<file path="config.mk">
export PLATFORM = sky130hd
export DESIGN_NAME = pwm_led_driver_flat
export DESIGN_NICKNAME = d
export VERILOG_FILES = /design/src/rtl/pwm_pkg.sv /design/src/rtl/pwm_led_driver_if.sv /design/src/rtl/pwm_channel.sv /design/src/rtl/pwm_led_driver.sv /design/src/flat_wrapper.sv
export SDC_FILE = /design/constraint.sdc
export NUM_CORES = 1
export LEC_CHECK = 0
export CAP_MARGIN = 20
export CELL_PAD_IN_SITES_DETAIL_PLACEMENT = 1
export CELL_PAD_IN_SITES_GLOBAL_PLACEMENT = 2
export CORE_MARGIN = 1
export CORE_UTILIZATION = 26
export CTS_CLUSTER_SIZE = 30
export DETAILED_ROUTE_END_ITERATION = 10
export MAX_ROUTING_LAYER = met4
export PLACE_DENSITY_LB_ADDON = 0.05
export SLEW_MARGIN = 10
export SYNTH_ARGS = -nofsm -noshare
export SYNTH_HDL_FRONTEND = slang
export SYNTH_SLANG_ARGS = --single-unit
</file>
<file path="constraint.sdc">
create_clock -name clock -period 3.05 [get_ports clock]
set_input_delay 0.61 -clock clock [delete_from_list [all_inputs] [get_ports clock]]
set_output_delay 0.61 -clock clock [all_outputs]
set_load 0.02 [all_outputs]
</file>
<file path="src/rtl/pwm_pkg.sv">
// rtl/pwm_pkg.sv - register map constants and field helpers for the PWM/LED output stage
package pwm_pkg;

  localparam int MAP_REGS  = 6;

  localparam int REG_LED   = 0;
  localparam int REG_CTRL  = 1;
  localparam int REG_PRESC = 2;
  localparam int REG_TOP   = 3;
  localparam int REG_DUTY0 = 4;
  localparam int REG_DUTY1 = 5;

  localparam int CTRL_EN0  = 0;
  localparam int CTRL_EN1  = 1;
  localparam int CTRL_INV0 = 2;
  localparam int CTRL_INV1 = 3;

  function automatic logic [7:0] get_reg(input logic [8*MAP_REGS-1:0] regs, input int idx);
    return regs[8*idx +: 8];
  endfunction

endpackage

</file>
<file path="src/rtl/pwm_led_driver_if.sv">
// rtl/pwm_led_driver_if.sv - register-file input and pin outputs of the PWM/LED driver
interface pwm_led_driver_if #(parameter int REGCOUNT = 8);

  logic [8*REGCOUNT-1:0] registers_packed;
  logic [1:0]            pwm_out;
  logic [7:0]            led;
  logic                  period_tick;

  modport master (output registers_packed, input pwm_out, led, period_tick);
  modport slave  (input registers_packed, output pwm_out, led, period_tick);

endinterface

</file>
<file path="src/rtl/pwm_channel.sv">
// rtl/pwm_channel.sv - one PWM channel: duty shadow, compare, enable/invert, output register
module pwm_channel (
  input  logic       clock,
  input  logic       reset,
  input  logic       load,
  input  logic [7:0] duty_in,
  input  logic [7:0] cnt,
  input  logic [7:0] top_sh,
  input  logic       en,
  input  logic       inv,
  output logic       pwm
);

  logic [7:0] duty_sh_q;
  logic       pwm_q;
  logic       pwm_d;
  logic       raw;

  // A duty beyond the period length means the compare never goes low.
  assign raw   = (duty_sh_q > top_sh) | (cnt < duty_sh_q);
  assign pwm_d = en ? (raw ^ inv) : 1'b0;

  always_ff @(posedge clock) begin
    if (reset) begin
      duty_sh_q <= 8'd0;
      pwm_q     <= 1'b0;
    end else begin
      if (load) duty_sh_q <= duty_in;
      pwm_q <= pwm_d;
    end
  end

  assign pwm = pwm_q;

endmodule

</file>
<file path="src/rtl/pwm_led_driver.sv">
// rtl/pwm_led_driver.sv - prescaler, shared period counter and shadow loading feeding two PWM channels plus LED bus
module pwm_led_driver
  import pwm_pkg::*;
#(
  parameter int REGCOUNT = 8
) (
  input  logic             clock,
  input  logic             reset,
  pwm_led_driver_if.slave  bus
);

  logic [8*MAP_REGS-1:0] map_regs;
  logic [7:0] led_reg, ctrl, presc, top;
  logic [7:0] duty [2];

  assign map_regs = bus.registers_packed[8*MAP_REGS-1:0];
  assign led_reg  = get_reg(map_regs, REG_LED);
  assign ctrl     = get_reg(map_regs, REG_CTRL);
  assign presc    = get_reg(map_regs, REG_PRESC);
  assign top      = get_reg(map_regs, REG_TOP);
  assign duty[0]  = get_reg(map_regs, REG_DUTY0);
  assign duty[1]  = get_reg(map_regs, REG_DUTY1);

  logic unused_hi;
  if (REGCOUNT > MAP_REGS) begin : g_hi
    assign unused_hi = ^bus.registers_packed[8*REGCOUNT-1:8*MAP_REGS];
  end else begin : g_nohi
    assign unused_hi = 1'b0;
  end
  logic unused_bits;
  assign unused_bits = ^{unused_hi, ctrl[7:4]};

  logic [7:0] pcnt_q, pcnt_d;
  logic [7:0] cnt_q, cnt_d;
  logic [7:0] top_sh_q;
  logic [7:0] led_q;
  logic       load_pending_q;
  logic       period_tick_q;
  logic       tick, load;

  // pcnt above a freshly lowered PRESCALE wraps silently instead of ticking.
  assign tick = (pcnt_q == presc);
  assign load = tick & ((cnt_q == top_sh_q) | load_pending_q);

  always_comb begin
    pcnt_d = (pcnt_q >= presc) ? 8'd0 : pcnt_q + 8'd1;
    cnt_d  = cnt_q;
    if (load)      cnt_d = 8'd0;
    else if (tick) cnt_d = cnt_q + 8'd1;
  end

  always_ff @(posedge clock) begin
    if (reset) begin
      pcnt_q         <= 8'd0;
      cnt_q          <= 8'd0;
      top_sh_q       <= 8'd0;
      led_q          <= 8'd0;
      load_pending_q <= 1'b1;
      period_tick_q  <= 1'b0;
    end else begin
      pcnt_q        <= pcnt_d;
      cnt_q         <= cnt_d;
      led_q         <= led_reg;
      period_tick_q <= load;
      if (load) begin
        top_sh_q       <= top;
        load_pending_q <= 1'b0;
      end
    end
  end

  logic [1:0] pwm_w;
  for (genvar i = 0; i < 2; i++) begin : g_ch
    pwm_channel u_ch (
      .clock   (clock),
      .reset   (reset),
      .load    (load),
      .duty_in (duty[i]),
      .cnt     (cnt_q),
      .top_sh  (top_sh_q),
      .en      (ctrl[CTRL_EN0 + i]),
      .inv     (ctrl[CTRL_INV0 + i]),
      .pwm     (pwm_w[i])
    );
  end

  assign bus.pwm_out     = pwm_w;
  assign bus.led         = led_q;
  assign bus.period_tick = period_tick_q;

endmodule

</file>
<file path="src/flat_wrapper.sv">
// flat-port wrapper written by rule: the top's interface ports become plain ports
module pwm_led_driver_flat import pwm_pkg::*;
#(
  parameter int REGCOUNT = 8
)
  (clock, reset, bus_registers_packed, bus_pwm_out, bus_led, bus_period_tick);
  pwm_led_driver_if #(.REGCOUNT(REGCOUNT)) bus_i ();
  input  logic clock;
  input  logic reset;
  input wire logic [$bits(bus_i.registers_packed)-1:0] bus_registers_packed;
  output wire logic [$bits(bus_i.pwm_out)-1:0] bus_pwm_out;
  output wire logic [$bits(bus_i.led)-1:0] bus_led;
  output wire logic [$bits(bus_i.period_tick)-1:0] bus_period_tick;
  assign bus_i.registers_packed = bus_registers_packed;
  assign bus_pwm_out = bus_i.pwm_out;
  assign bus_led = bus_i.led;
  assign bus_period_tick = bus_i.period_tick;
  pwm_led_driver #(.REGCOUNT(REGCOUNT)) u_core (.clock(clock), .reset(reset), .bus(bus_i));
endmodule
</file>
==> results of run 1 <==
[synth_stat cells (all sizes together)]
cell     instances  area share (%)
nand4            4            0.82
nand3           36             5.9
o21a             2            0.49
nor2            13             1.6
a2111oi          2            0.57
inv             33             4.1
a211oi           3            0.74
nor3b            4            0.98
dfxtp           52              34
nor3             1            0.16
nor4b            6             1.7
nand3b           3            0.74
o21ai           29             4.8
a221oi           2            0.57
nand4b           1            0.29
or3              1            0.21
nor4             4             1.2
and3            10             2.1
o31a             4             1.1
and4             1            0.29
nor2b           12             2.5
a21oi           36             5.9
xnor2            1            0.29
a31o             1            0.29
or4              1            0.25
a21o             7             1.7
o211ai           2            0.49
clkbuf          14             1.8
buf              7             1.9
ha              40              16
nand2            8            0.98
nand2b           3            0.62
a221o            2            0.66
xor2            13             3.7
[cell type report]
class	count	area, sq um
Multi-Input combinational cell	252	1772
Timing Repair Buffer	62	613.1
Sequential cell	52	1041
Tap cell	143	178.9
Clock inverter	1	5.005
Clock buffer	6	128.9
Inverter	33	123.9
Fill cell	1369	7556
[cells by family (layout without fill, tap and decap cells)]
kind of cell | after synthesis | in the layout | share of synthesized area (%)
DFF | 52 | 52 | 34.14
AOI/OAI and AO/OA | 90 | 90 | 17.36
adders and majority gates | 40 | 40 | 16.41
and+or+nand+nor | 108 | 108 | 20.31
xor gates and xnor gates | 14 | 14 | 4.021
buffers and inverters | 54 | 102 | 7.755
[stage by stage]
step                      instances  setup slack, ns
after CTS                       549           0.7742
after global routing            549           0.6212
final                           549           0.7948
after global placement          542           0.5086
after floorplan                 358           0.9829
after detailed placement        542           0.4626
[how the worst min path moves through the flow]
stage,start,end,slack [ns],cells past startpoint
after floorplan,u_core.pcnt_q[0],u_core.pcnt_q[0],0.45,1
after global placement,u_core.g_ch[1].u_ch.duty_sh_q[0],u_core.g_ch[1].u_ch.duty_sh_q[0],0.49,2
after detailed placement,u_core.g_ch[0].u_ch.duty_sh_q[0],u_core.g_ch[0].u_ch.duty_sh_q[0],0.50,2
final,u_core.pcnt_q[0],u_core.pcnt_q[0],0.50,1
after global routing,u_core.load_pending_q,u_core.load_pending_q,0.54,1
after CTS,u_core.g_ch[0].u_ch.duty_sh_q[0],u_core.g_ch[0].u_ch.duty_sh_q[0],0.51,2
[layer usage]
| layer | track usage (%) | wire [um] | part of all wire [%] |
|---|---|---|---|
| met5 | - | 0 | 0 |
| met2 | 23.69 | 3526 | 43 |
| met4 | 3.665 | 87 | 1.1 |
| met1 | 20.93 | 4339 | 53 |
| met3 | 2.704 | 270 | 3.3 |
[power by group through the flow]
stage               combinational, mW  clock (mW)  sequential, mW
floorplan                      0.0530           0           0.720
global placement                0.140           0           0.715
detailed placement              0.143           0           0.716
CTS                             0.144       0.585           0.699
global route                    0.158       0.605           0.701
finish                          0.141       0.561           0.699
[worst reg2reg max path, stage by stage (launching register included)]
cell and delay (ns):
dfxtp_1 0.54, xor2_1 0.14, nor4_2 0.38, a21o_1 0.43
buf_12 0.21, nor3b_1 0.07, a221o_1 0.27
==> reports/qor.txt, run 1 <==
Synth unique cells = 38
Crit. End Element = flop
Vias = 2672
Core area = 0.01142 sq mm
Max-slew headroom = 53.27%
DRC viols = 0
Fin. max-slew vios = 0
Worst Path Arrival = 2.50 ns
Syn Std Cell Area = 0.003049 sq mm
Placed Area = 0.003729 sq mm
Die ar. = 0.01217 sq mm
Max IR drop VDD = 179.0 uV
Worst Setup EP = u_core.cnt_q[6]
# nets final = 512
Crit-path slowest cell = or4_1
Later-pin clock latency in the skew report = 0.30 ns
FF-to-FF path depth = 6
Clock network power share = 40.0%
Routability congestion estimate = 0.7670
Total Neg Setup Slack = 0 ns
Finish-stage setup viols = 0
Seq/Total Area, Yosys = 34.14%
Crit path largest cell delay = 0.49 ns
Max Fclk = 443.4 MHz
Pwr Density = 362.9 mW/mm^2
Vias in the first global route = 2715
Number of max-cap violations = 0
Flip-flop count of the largest register after layout = 16
Worst hold slack = 0.5033 ns
Tmin final = 2.255 ns
Final Cycle Share = 73.94%
CTS Sinks = 52
R2R setup slack = 0.89 ns
Final Hold Viols = 0
R2R Path Start = u_core.cnt_q[5]
Power share of the combinational group = 10.1%
Root Buffer = clkbuf_16
Final Power = 1.402 mW
Layout cells sized above 1 = 3.941%
Buffers on Ports = 56
Total GRT Usage = 15.41%
Switching part of the total = 23.23%
Critical path depth = 8
Hold Buf Count CTS = 0
Actual slew at the worst max-slew pin = 0.6833 ns
Cell Rows = 39
Clock slew at reported path FFs = 0.07 ns
Post-CTS resize count = 0
CP Class = input port to flop
Die Ht = 110.3 um
CTS tree = done
Clk buf depth = 2
Biggest register = u_core.g_ch.u_ch.duty_sh_q
Initial DRC count = 67
Layout area overhead = 26.67%
Final core utilization = 33.83%
Initial Util = 26.70%
Net switching power = 325.6 uW
Post-Syn Instances = 358
Critical path launch point = bus_registers_packed[21]
Post-synth net total = 464
Bufs and invs on worst path = 2
WP data required = 3.30 ns
Diodes inserted = 0
Leak = 1.537 nW
CP Launch Type = input port
Fin Clk Skew = 0.004467 ns
Post-Route WL = 8224 um
Post-route ant nets = 0
Syn. warnings = 0
Int Power = 1.076 mW
Cell breakdown of the critical path = clkdlybuf4s50_1, inv_1, ha_1, and4_1, nand3_1, or4_1, a21oi_1, a31o_2
First-pass GRT wire length = 13820 um
Detail Placement HPWL = 6261 um
Reg-to-reg endpoint = u_core.cnt_q[7]
DR pass1 iterations = 4
Most common cell after layout, fill and taps aside = clkdlybuf4s50_1
Run status = complete, no violations
# IOs = 77
Die width = 110.3 um
Post-Layout Inst Area = 0.003862 sq mm
Grt total ovfl = 0
Cts bufs inserted = 5
Crit-path max FO = 3
Largest net degree at the start of global routing = 33
Worst Hold Class = flop to flop
DR vias/cell = 4.867
Initial antenna violation count = 0
RSZ-0062 raised after global routing = false
Crit path max-delay family = simple AND/OR/NAND/NOR gates
Commonest non-fill, non-tap cells in the layout = clkdlybuf4s50_1, dfxtp_1, ha_1
Wire per inst = 14.98 um
Synth Register Bits = 52
CTS HTree Levels = 2
Mean Syn Cell Area = 8.517 sq um
Flop pwr share = 49.9%
Buffer count from post-CTS setup fixing = 0
(Power assumes the default switching activity.)
==> inputs of run 2 (changes only) <==
- clock period: 3.05 -> 1.85 ns (I/O delays scaled with it)
==> run 2 against run 1 <==
Net effect:
- critical path depth did not move
- register-to-register slack got worse by 0.87 ns
- combinational power rose by 100%
- via count rose by 8.0%
- global-route usage rose by 0.89 points
- final area rose by 21%
- clock skew rose by 0.0016 ns
- clock-buffer cell count rose by 1
- critical endpoint is now u_core.cnt_q[0]
- highest routed layer unchanged
==> reports/qor.txt, run 2 (synthesized netlist as in run 1, its figures left out) <==
Vias in the first global route = 2826
Cell breakdown of the critical path = buf_6, xor2_1, nor4_2, buf_4, a21o_4, buf_8, or3_4, a21oi_2
Buffers on Ports = 56
Post-route ant nets = 0
Flip-flop count of the largest register after layout = 16
Worst hold slack = 0.4755 ns
Crit-path max FO = 6
Wire per inst = 15.53 um
CTS Sinks = 52
Initial Util = 26.70%
CP Launch Type = flop
Final Hold Viols = 0
Met3 Resource Use GR = 2.646%
RSZ-0062 raised after global routing = true
Initial DRC count = 68
Die ar. = 0.01217 sq mm
# nets final = 559
Post-Route WL = 9272 um
Number of max-cap violations = 0
Routability congestion estimate = 0.7740
Worst Path Arrival = 2.06 ns
DR pass1 iterations = 4
Tmin final = 1.832 ns
Final Cycle Share = 99.03%
Detail Placement HPWL = 6888 um
Vias = 2886
Most common cell after layout, fill and taps aside = clkdlybuf4s50_1
Commonest non-fill, non-tap cells in the layout = clkdlybuf4s50_1, buf_4, dfxtp_1
WP data required = 2.08 ns
CTS HTree Levels = 2
Root Buffer = clkbuf_16
CTS tree = done
Final core utilization = 40.82%
Clk buf depth = 2
Max Fclk = 545.8 MHz
Crit path largest cell delay = 0.38 ns
Initial antenna violation count = 0
Grt total ovfl = 0
GR peak layer = met2
Finish-stage setup viols = 0
Leak = 1.889 nW
DRC viols = 0
First-pass GRT wire length = 14490 um
Crit. End Element = flop
Largest net degree at the start of global routing = 27
Met2 usage = 24.93%
Final Power = 2.572 mW
Placed cells = 580
# IOs = 77
Layout area overhead = 52.85%
DR vias/cell = 4.834
Actual slew at the worst max-slew pin = 0.3802 ns
Total GRT Usage = 16.31%
Crit-path slowest cell = dfxtp_4
Clock slew at reported path FFs = 0.07 ns
Later-pin clock latency in the skew report = 0.30 ns
Layout cells sized above 1 = 29.30%
Cts bufs inserted = 5
Met1 Use GR = 22.15%
CP Class = flop to flop
Max-slew headroom = 74.66%
Diodes inserted = 0
Fin Clk Skew = 0.006027 ns
Cell Rows = 39
Max IR drop VDD = 439.9 uV
Run status = complete, no violations
Biggest register = u_core.g_ch.u_ch.duty_sh_q
Finished Layout Cells = 597
Worst Hold Class = input port to flop
Core area = 0.01142 sq mm
Die Ht = 110.3 um
Die width = 110.3 um
Pwr Density = 551.9 mW/mm^2
Fin. max-slew vios = 0
## run 2: cell count changes in the layout (fill, tap and decap cells not counted), moves of 11 or more
cell     before  now
a21oi_1      36   25
a21oi_2       0   11
buf_4         5   44
dfxtp_1      52   36
dfxtp_2       0   14
o21ai_0      29   17
o21ai_1       0   11
## run 2: final cells by class
type	instances	area, sq um
Fill cell	1302	6758
Multi-Input combinational cell	252	2090
Sequential cell	52	1066
Timing Repair Buffer	109	1020
Tap cell	143	178.9
Clock buffer	7	152.6
Inverter	33	123.9
Clock inverter	1	30.03
## run 2: per-layer routing
| layer | part of all wire [%] | up-vias |
|---|---|---|
| met4 | 1.0 | 0 |
| met2 | 45 | 41 |
| li1 | - | 1463 |
| met3 | 2.9 | 7 |
| met5 | 0 | - |
| met1 | 51 | 1375 |
## run 2: worst max-delay path: cells and delay by family, from the launching register on
kind	cells	cell delay, ns
AOI/OAI and AO/OA	2	0.37
buffers and inverters	3	0.42
and+or+nand+nor	2	0.43
DFF	1	0.38
xor gates and xnor gates	1	0.16
## run 2: worst paths after layout
| check | startpoint | slack, ns | to | depth (start not counted) |
|---|---|---|---|---|
| hold / removal | reset | 0.48 | u_core.bus.led[7] | 2 |
| hold reg to reg | u_core.g_ch[1].u_ch.duty_sh_q[0] | 0.50 | u_core.g_ch[1].u_ch.duty_sh_q[0] | 2 |
| setup reg to reg | u_core.cnt_q[6] | 0.02 | u_core.cnt_q[0] | 8 |
| setup / recovery | u_core.cnt_q[6] | 0.02 | u_core.cnt_q[0] | 8 |
## run 2: repair_timing
action / 4_1_cts / 5_1_grt
buffers inserted: 2 / 5
hold buffers: 0 / 0
setup endpoints to repair: 43 / 32
cloned: 0 / 2
pin swaps: 15 / 12
resized for setup: 34 / 72
## run 2: through the flow
| step | TNS, ns | setup slack (ns) | instance area (sq um) |
|---|---|---|---|
| after CTS | -0.003084 | -0.003084 | 4325 |
| after global routing | -0.7755 | -0.06324 | 4661 |
| after detailed placement | -15.34 | -0.4821 | 4026 |
| final | 0 | 0.01787 | 4661 |
| after floorplan | 0 | 0.02292 | 3049 |
| after global placement | -14.41 | -0.4602 | 4026 |
## run 2: where the power goes
part | internal (mW) | total (mW) | switching, mW
Sequential | 1.14 | 1.15 | 0.00950
Clock | 0.713 | 1.14 | 0.431
Combinational | 0.166 | 0.283 | 0.117
Total | 2.02 | 2.57 | 0.557
==> inputs of run 3 (changes only) <==
- CTS_BUF_LIST: default -> sky130_fd_sc_hd__clkbuf_16
==> run 3 against run 2 <==
Net effect:
- sequential power about the same
- critical path type unchanged
- critical endpoint unchanged
- largest cell class unchanged
- clock power down 7%
- clock skew about the same
- routed wire length about the same
- register-to-register slack about the same
==> reports/qor.txt, run 3 (synthesized netlist as in run 1, its figures left out) <==
Run status = complete, no violations
Final Hold Viols = 0
Max Fclk = 546.1 MHz
Initial DRC count = 66
WP data required = 2.08 ns
R2R setup slack = 0.02 ns
Final Cycle Share = 98.98%
Max IR drop VDD = 440.9 uV
Vias in the first global route = 2839
Core area = 0.01142 sq mm
# nets final = 558
DR pass1 iterations = 4
Final Power = 2.487 mW
CTS HTree Levels = 2
Crit path largest cell delay = 0.38 ns
Total GRT Usage = 16.27%
Crit. End Element = flop
CP Class = flop to flop
Initial Util = 26.70%
Most common cell after layout, fill and taps aside = clkdlybuf4s50_1
Met1 Use GR = 22.12%
Layout cells sized above 1 = 27.37%
Layout area overhead = 50.72%
Leak = 1.870 nW
Cts bufs inserted = 5
Commonest non-fill, non-tap cells in the layout = clkdlybuf4s50_1, buf_4, dfxtp_1
Root Buffer = clkbuf_16
Crit path max-delay family = simple AND/OR/NAND/NOR gates
Fin Clk Skew = 0.006505 ns
Fin. max-slew vios = 0
Die width = 110.3 um
Routability congestion estimate = 0.7740
Crit-path slowest cell = dfxtp_4
Grt total ovfl = 0
GR peak layer = met2
Flip-flop count of the largest register after layout = 16
Actual slew at the worst max-slew pin = 0.3756 ns
Vias = 2891
Bufs and invs on worst path = 3
CTS Sinks = 52
Die Ht = 110.3 um
Later-pin clock latency in the skew report = 0.29 ns
Finish-stage setup viols = 0
Biggest register = u_core.g_ch.u_ch.duty_sh_q
RSZ-0062 raised after global routing = true
Tmin final = 1.831 ns
Die ar. = 0.01217 sq mm
Buffers on Ports = 56
Worst Hold Class = input port to flop
Clk buf depth = 2
Initial antenna violation count = 0
Met2 usage = 24.98%
Max-slew headroom = 74.96%
Pwr Density = 541.1 mW/mm^2
Placed Area = 0.004026 sq mm
Clock slew at reported path FFs = 0.07 ns
Number of max-cap violations = 0
Met3 Resource Use GR = 2.469%
Post-Route WL = 9276 um
Post-route ant nets = 0
CTS tree = done
Diodes inserted = 0
Cell Rows = 39
Cell breakdown of the critical path = buf_6, xor2_1, nor4_2, buf_4, a21o_4, buf_8, or3_4, a21oi_2
Post-Layout Inst Area = 0.004596 sq mm
DR vias/cell = 4.851
DRC viols = 0
Largest net degree at the start of global routing = 27
Worst Path Arrival = 2.06 ns
CP Launch Type = flop
Wire per inst = 15.56 um
Crit-path max FO = 6
Detail Placement HPWL = 6888 um
First-pass GRT wire length = 14470 um
# IOs = 77
-- run 3: changes by cell type in the layout (fill, tap and decap cells not counted), moves of 2 or more --
cell	change
a21oi_2	-4
clkbuf_8	-2
clkinv_1	+2
a21oi_1	+4
-- run 3: path summary, 6_finish.rpt --
kind | endpoint | cells after the start | startpoint
max | u_core.cnt_q[0] | 8 | u_core.cnt_q[6]
min | u_core.bus.led[7] | 2 | reset
max reg2reg | u_core.cnt_q[0] | 8 | u_core.cnt_q[6]
min reg2reg | u_core.g_ch[1].u_ch.duty_sh_q[0] | 2 | u_core.g_ch[1].u_ch.duty_sh_q[0]
-- run 3: routing by layer --
| metal | vias to the layer above | share of wire (%) |
|---|---|---|
| met4 | 0 | 1.0 |
| met3 | 7 | 2.7 |
| met1 | 1381 | 52 |
| met2 | 41 | 44 |
| li1 | 1462 | - |
| met5 | - | 0 |
-- run 3: layout make-up --
cell class	count	area [sq um]
inverters	33	123.9
clock buffers	5	125.1
fillers	1299	6823
repair buffers	108	1008
flip-flops and latches	52	1065
multi-input cells	252	2057
well taps	143	178.9
clock inverters	3	37.54
-- run 3: power by group --
part           total [mW]  switching, mW  internal (mW)
combinational       0.281          0.115          0.166
clock                1.06          0.430          0.630
sequential           1.15        0.00952           1.14
total                2.49          0.555           1.93
-- run 3: timing repair --
| item | in CTS | in global routing |
|---|---|---|
| pin swaps | 15 | 11 |
| buffers inserted | 2 | 4 |
| gates cloned | 0 | 2 |
| resized for setup | 34 | 63 |
| hold buffers | 0 | 0 |
| setup endpoints to repair | 43 | 33 |
-- run 3: stage by stage --
| stage | std cells | hold WS [ns] | util, % | TNS (ns) | setup slack [ns] |
|---|---|---|---|---|---|
| 2_1_floorplan | 358 | 0.4485 | - | 0 | 0.02292 |
| 3_3_place_gp | 580 | 0.4958 | 35.26 | -14.41 | -0.4602 |
| 3_5_place_dp | 580 | 0.5053 | 35.26 | -15.34 | -0.4821 |
| 4_1_cts | 590 | 0.4644 | 37.71 | -0.003454 | -0.003454 |
| 5_1_grt | 596 | 0.4865 | 40.25 | -0.7764 | -0.06343 |
| 6_report | 596 | 0.4756 | 40.25 | 0 | 0.01885 |
